[config.mk]
export PLATFORM = sky130hd
export DESIGN_NAME = perceptron_accumulator
export DESIGN_NICKNAME = d
export VERILOG_FILES = /design/src/rtl/perceptron_pkg.sv /design/src/rtl/fixed_point_multiplier.sv /design/src/rtl/perceptron_accumulator.sv
export SDC_FILE = /design/constraint.sdc
export NUM_CORES = 2
export LEC_CHECK = 0
export CORE_ASPECT_RATIO = 1.75
export CORE_MARGIN = 4
export CORE_UTILIZATION = 55
export DETAILED_ROUTE_END_ITERATION = 6
export HOLD_SLACK_MARGIN = 0.15
export PLACE_DENSITY_LB_ADDON = 0.3
export SLEW_MARGIN = 15
export SYNTH_ARGS = -nofsm -noshare
export SYNTH_HDL_FRONTEND = slang
export SYNTH_HIERARCHICAL = 1
export SYNTH_SLANG_ARGS = --single-unit
[constraint.sdc]
create_clock -name clk -period 3.6 [get_ports clk]
set_input_delay 0.9 -clock clk [delete_from_list [all_inputs] [get_ports clk]]
set_output_delay 0.9 -clock clk [all_outputs]
set_load 0.01 [all_outputs]
[src/rtl/perceptron_pkg.sv]
// rtl/perceptron_pkg.sv - shared types, constants and width helper for the perceptron accumulator
package perceptron_pkg;

  localparam int W    = 32;
  localparam int FRAC = 16;

  localparam logic signed [W-1:0] ONE_Q   = W'(1) << FRAC;
  localparam logic signed [W-1:0] SAT_MAX = {1'b0, {(W-1){1'b1}}};
  localparam logic signed [W-1:0] SAT_MIN = {1'b1, {(W-1){1'b0}}};

  typedef enum logic [1:0] {IDLE, ACCUM, DRAIN, DONE} acc_state_t;

  // Guard width: product width plus enough headroom for bias + NUM_INPUTS products.
  function automatic int acc_width(input int num_inputs, input int w, input int frac);
    return 2 * w - frac + $clog2(num_inputs + 1) + 1;
  endfunction

endpackage

[src/rtl/fixed_point_multiplier.sv]
// rtl/fixed_point_multiplier.sv - registered signed fixed-point multiply, floor-rounded by Q_N
module fixed_point_multiplier
  import perceptron_pkg::*;
#(
  parameter int  SIGN = 1,
  parameter int  Q_M  = 15,
  parameter int  Q_N  = 16,
  localparam int DW   = SIGN + Q_M + Q_N,
  localparam int PW   = 2 * DW - Q_N
) (
  input  logic                 clk,
  input  logic                 rst_n,
  input  logic                 i_valid,
  input  logic signed [DW-1:0] i_a,
  input  logic signed [DW-1:0] i_b,
  output logic                 o_valid,
  output logic signed [PW-1:0] o_p
);

  logic signed [2*DW-1:0] w_full;
  logic signed [PW-1:0]   r_p;
  logic                   r_valid;

  assign w_full = i_a * i_b;

  // Arithmetic shift of the full product floors toward -inf; PW bits hold every result.
  always_ff @(posedge clk or negedge rst_n) begin
    if (!rst_n) begin
      r_p     <= '0;
      r_valid <= 1'b0;
    end else begin
      r_valid <= i_valid;
      if (i_valid) r_p <= PW'(w_full >>> Q_N);
    end
  end

  assign o_p     = r_p;
  assign o_valid = r_valid;

endmodule

[src/rtl/perceptron_accumulator.sv]
// rtl/perceptron_accumulator.sv - bias + sum(x*w) with guard accumulator and saturated, handshaked output
module perceptron_accumulator
  import perceptron_pkg::*;
#(
  parameter int SIGN       = 1,
  parameter int Q_M        = 15,
  parameter int Q_N        = 16,
  parameter int NUM_INPUTS = 4
) (
  input  logic                       clk,
  input  logic                       rst_n,
  input  logic                       start,
  input  logic [SIGN+Q_M+Q_N-1:0]    bias,
  input  logic                       in_valid,
  output logic                       in_ready,
  input  logic [SIGN+Q_M+Q_N-1:0]    in_x,
  input  logic [SIGN+Q_M+Q_N-1:0]    in_w,
  output logic                       out_valid,
  input  logic                       out_ready,
  output logic [SIGN+Q_M+Q_N-1:0]    summation,
  output logic                       busy
);

  localparam int DW = SIGN + Q_M + Q_N;
  localparam int PW = 2 * DW - Q_N;
  localparam int AW = acc_width(NUM_INPUTS, DW, Q_N);
  localparam int CW = $clog2(NUM_INPUTS + 1);

  localparam logic signed [AW-1:0] ACC_MAX = {{(AW-DW+1){1'b0}}, {(DW-1){1'b1}}};
  localparam logic signed [AW-1:0] ACC_MIN = {{(AW-DW+1){1'b1}}, {(DW-1){1'b0}}};

  acc_state_t r_state, w_state_nxt;

  logic signed [AW-1:0] r_acc;
  logic signed [AW-1:0] w_acc_nxt;
  logic        [CW-1:0] r_count;
  logic        [DW-1:0] r_sum;
  logic        [DW-1:0] w_sat;
  logic                 w_accept;
  logic                 w_last;
  logic                 w_prod_valid;
  logic signed [PW-1:0] w_prod;

  assign in_ready  = (r_state == ACCUM);
  assign out_valid = (r_state == DONE);
  assign busy      = (r_state != IDLE);
  assign summation = r_sum;

  assign w_accept = in_valid && in_ready;
  assign w_last   = (r_count == CW'(NUM_INPUTS - 1));

  fixed_point_multiplier #(
    .SIGN (SIGN),
    .Q_M  (Q_M),
    .Q_N  (Q_N)
  ) u_mult (
    .clk     (clk),
    .rst_n   (rst_n),
    .i_valid (w_accept),
    .i_a     (in_x),
    .i_b     (in_w),
    .o_valid (w_prod_valid),
    .o_p     (w_prod)
  );

  always_ff @(posedge clk or negedge rst_n) begin
    if (!rst_n) r_state <= IDLE;
    else        r_state <= w_state_nxt;
  end

  always_comb begin
    w_state_nxt = r_state;
    case (r_state)
      IDLE:    if (start) w_state_nxt = ACCUM;
      ACCUM:   if (w_accept && w_last) w_state_nxt = DRAIN;
      DRAIN:   w_state_nxt = DONE;
      DONE:    if (out_ready) w_state_nxt = IDLE;
      default: w_state_nxt = IDLE;
    endcase
  end

  assign w_acc_nxt = r_acc + {{(AW-PW){w_prod[PW-1]}}, w_prod};

  // The last product lands in DRAIN, so the output is clamped from the next-acc value.
  always_comb begin
    if (w_acc_nxt > ACC_MAX)      w_sat = {1'b0, {(DW-1){1'b1}}};
    else if (w_acc_nxt < ACC_MIN) w_sat = {1'b1, {(DW-1){1'b0}}};
    else                          w_sat = w_acc_nxt[DW-1:0];
  end

  always_ff @(posedge clk or negedge rst_n) begin
    if (!rst_n) begin
      r_acc   <= '0;
      r_count <= '0;
      r_sum   <= '0;
    end else begin
      if (r_state == IDLE && start) begin
        r_acc   <= {{(AW-DW){bias[DW-1]}}, bias};
        r_count <= '0;
      end else if (w_prod_valid) begin
        r_acc <= w_acc_nxt;
      end
      if (w_accept) r_count <= r_count + CW'(1);
      if (r_state == DRAIN) r_sum <= w_sat;
    end
  end

endmodule

==> flow_summary.toml <==
[critical_path]
crit_fanout = 8
cp.required_ns = 3.94
crit_path_end_kind = "flip-flop"
r2r-start = "r_acc[11]$_DFFE_PN0P_"
crit_type = "input pin to flip-flop"
critPathLaunchType = "input pin"
cp.arrival_ns = 8.22
r2r_cells = 15
r2r_slack_ns = -0.43
r2r-end = "summation[27]$_DFFE_PN0P_"

[drt]
final_antenna_net_count = 0
wirelength_um = 163000
drt-initial-drc-count = 2967
via_per_inst = 5.89
drt-pass1-iter-count = 6
num_vias = 40300
drcViolationCount = 0
wl_per_cell_um = 23.9

[yosys]
synth_area_um2 = 45400
yosys.area.top_type_share_pct = 47.7
synth_area_leaders = "fa_1 48%, inv_1 8.1%, dfrtp_1 7.6%"
yosysUniqueCellTypes = 88
syn_nets = 6332
ys_warn_count = 6
ys_ff_latch = 138
ys_seq_area_share_pct = 7.60
async_reset_ff_share_pct = 100
synthFlopType = "dfrtp_1"
synth-edff-count = 0
synth.avg_cell_area_um2 = 9.25
postSynthCellCount = 4911
yosys.area.top_type = "fa_1"

[clock_network]
cts_buffers = 17
clock_latency_ns = 0.46
cts.sinks = 138
cts_tree = "done"
cts_hold_buf = 0
cts.path.max_buffers = 2
cts_root_buffer = "clkbuf_16"
cts.reportedPaths.clkPinSlew_ns = 0.07
htreeDepth = 4

[cells_and_area]
nFillCells = 5130
layout_commonest_cell = "fa_1"
final_layout_size_suffix_gt1_share_pct = 30.5
syn_to_final_growth_pct = 35.1
layout_common_cells = "959 x fa_1, 920 x inv_1, 681 x buf_4"
nets = 7188

[timing]
setup_violations = 79
rsz0062_at_grt = "yes"
setup_slack_ns = -4.28
min_period_ns = 7.88
skew_ns = 0.0152
slew_violations = 0
tightest_slew_ns = 1.02
slew_headroom_pct = 32.0
holdWs_ns = 0.425
finalCritPeriodShare_pct = 219
hold_viol_final = 0
max_freq_ghz = 0.127

[floorplanning]
row_count = 139
die_w_um = 225
ios = 136
chipHeight_um = 388
coreArea_um2 = 81900
start_util_pct = 55.4
dieArea_um2 = 87400

[placed_design]
port_buffers = 135
globalplace.congestion = 0.934
dp_hpwl_um = 112000

[grt]
grt_use_total_pct = 36.5
grt_pass1_vias = 44800
grt_pass1_wl_um = 245000
grt_max_degree = 67
antenna_found_initial = 7
gr-total-overflow = 0

[min_path]
hp-class = "input pin to async pin"

[status]
status = "finished with violations"
violations = "setup timing"

[flow_run]
timing.max_cap.violations = 0
sequential cells by signal, summed over array words and instances, names as in the netlist:
name	cells
u_mult/o_p	48
r_acc	52
r_state	2
r_count	3
summation	32
u_mult/o_valid	1
timing repair:
action | in CTS | in global routing
gates resized for setup | 994 | 262
setup endpoints to repair | 80 | 81
gates cloned | 50 | 1
setup buffers | 195 | 65
endpoints found under the hold margin | 0 | 0
pin swaps | 417 | 229
cell families after synthesis:
| logic type | synth area share [%] |
|---|---|
| buffers and inverters | 10.6 |
| multiplexers | 1.12 |
| flip-flops | 7.60 |
| AND/OR/NAND/NOR | 16.5 |
| adder cells (fa/ha/maj) | 54.3 |
| XOR/XNOR | 1.91 |
| AO/OA/AOI/OAI | 8.01 |
final cells by class:
class	instances	area [um^2]	area share (%)
timing repair buffer	1112	11700	19.0
inverter	980	3680	6.00
antenna	8	20.0	0.0326
clock buffer	18	439	0.716
clock inverter	14	149	0.243
tap	1057	1320	2.16
multi-input combinational	3518	40600	66.2
sequential	138	3460	5.64
cells in the mapped netlist, types with 25 or more instances:
cell      count
fa_1       1082
inv_1       978
nand2_1     633
and2_1      517
clkbuf_1    239
ha_1        238
a21oi_1     156
nor2_1      153
dfrtp_1     138
o21ai_0      97
nor3_1       62
xnor2_1      60
a31oi_1      48
xor2_1       39
nand3_1      37
mux2_2       35
o21a_1       34
a211oi_2     31
a21o_1       30
nand4_1      27
o211ai_1     25
how the worst max path moves through the flow:
stage / from / end / cells after the start
final: in_x[16] / u_mult/o_p[40]$_DFFE_PN0P_ / 28
after global routing: in_x[16] / u_mult/o_p[40]$_DFFE_PN0P_ / 28
after CTS: in_x[31] / u_mult/o_p[47]$_DFFE_PN0P_ / 31
after detailed placement: in_w[8] / u_mult/o_p[42]$_DFFE_PN0P_ / 25
after global placement: in_w[3] / u_mult/o_p[42]$_DFFE_PN0P_ / 25
after floorplan: in_x[31] / u_mult/o_p[44]$_DFFE_PN0P_ / 23
per-stage QoR:
stage / utilization (%) / worst slack [ns] / instances / TNS, ns / cell area (um^2)
after floorplan: - / -4.36 / 4911 / -168.93 / 46300
after global placement: 65.4 / -5.12 / 6523 / -239.50 / 53500
after detailed placement: 65.4 / -5.18 / 6523 / -241.14 / 53500
after CTS: 73.3 / -3.96 / 6793 / -186.13 / 60100
after global routing: 74.9 / -4.43 / 6838 / -206.39 / 61300
final: 74.9 / -4.28 / 6845 / -198.76 / 61400
critical path, cell delays in order:
cell and delay [ns]:
buf_2 0.10, buf_12 0.16, buf_12 0.12, nand2_1 0.09, fa_1 0.54, fa_1 0.56
inv_1 0.06, fa_1 0.48, fa_1 0.79, fa_1 0.52, fa_1 0.46, fa_1 0.55
inv_1 0.07, fa_1 0.55, inv_2 0.06, ha_4 0.28, nand4_1 0.17, nor3_2 0.19
o211ai_1 0.11, buf_4 0.17, a31oi_4 0.21, buf_6 0.12, o211ai_1 0.07, buf_4 0.16
a21bo_4 0.24, o21ai_2 0.12, xor2_1 0.08, mux2_2 0.26
routing by layer:
layer / wire length, um / track usage (%) / up-vias
li1: - / - / 16600
met1: 49800 / 37.7 / 20400
met2: 83500 / 64.4 / 2252
met3: 11500 / 6.16 / 1065
met4: 18600 / 29.3 / 4
met5: 25 / 0 / -
Power is not shown: default switching activity piles up to over one toggle a cycle in this logic, so the estimate is an artifact.
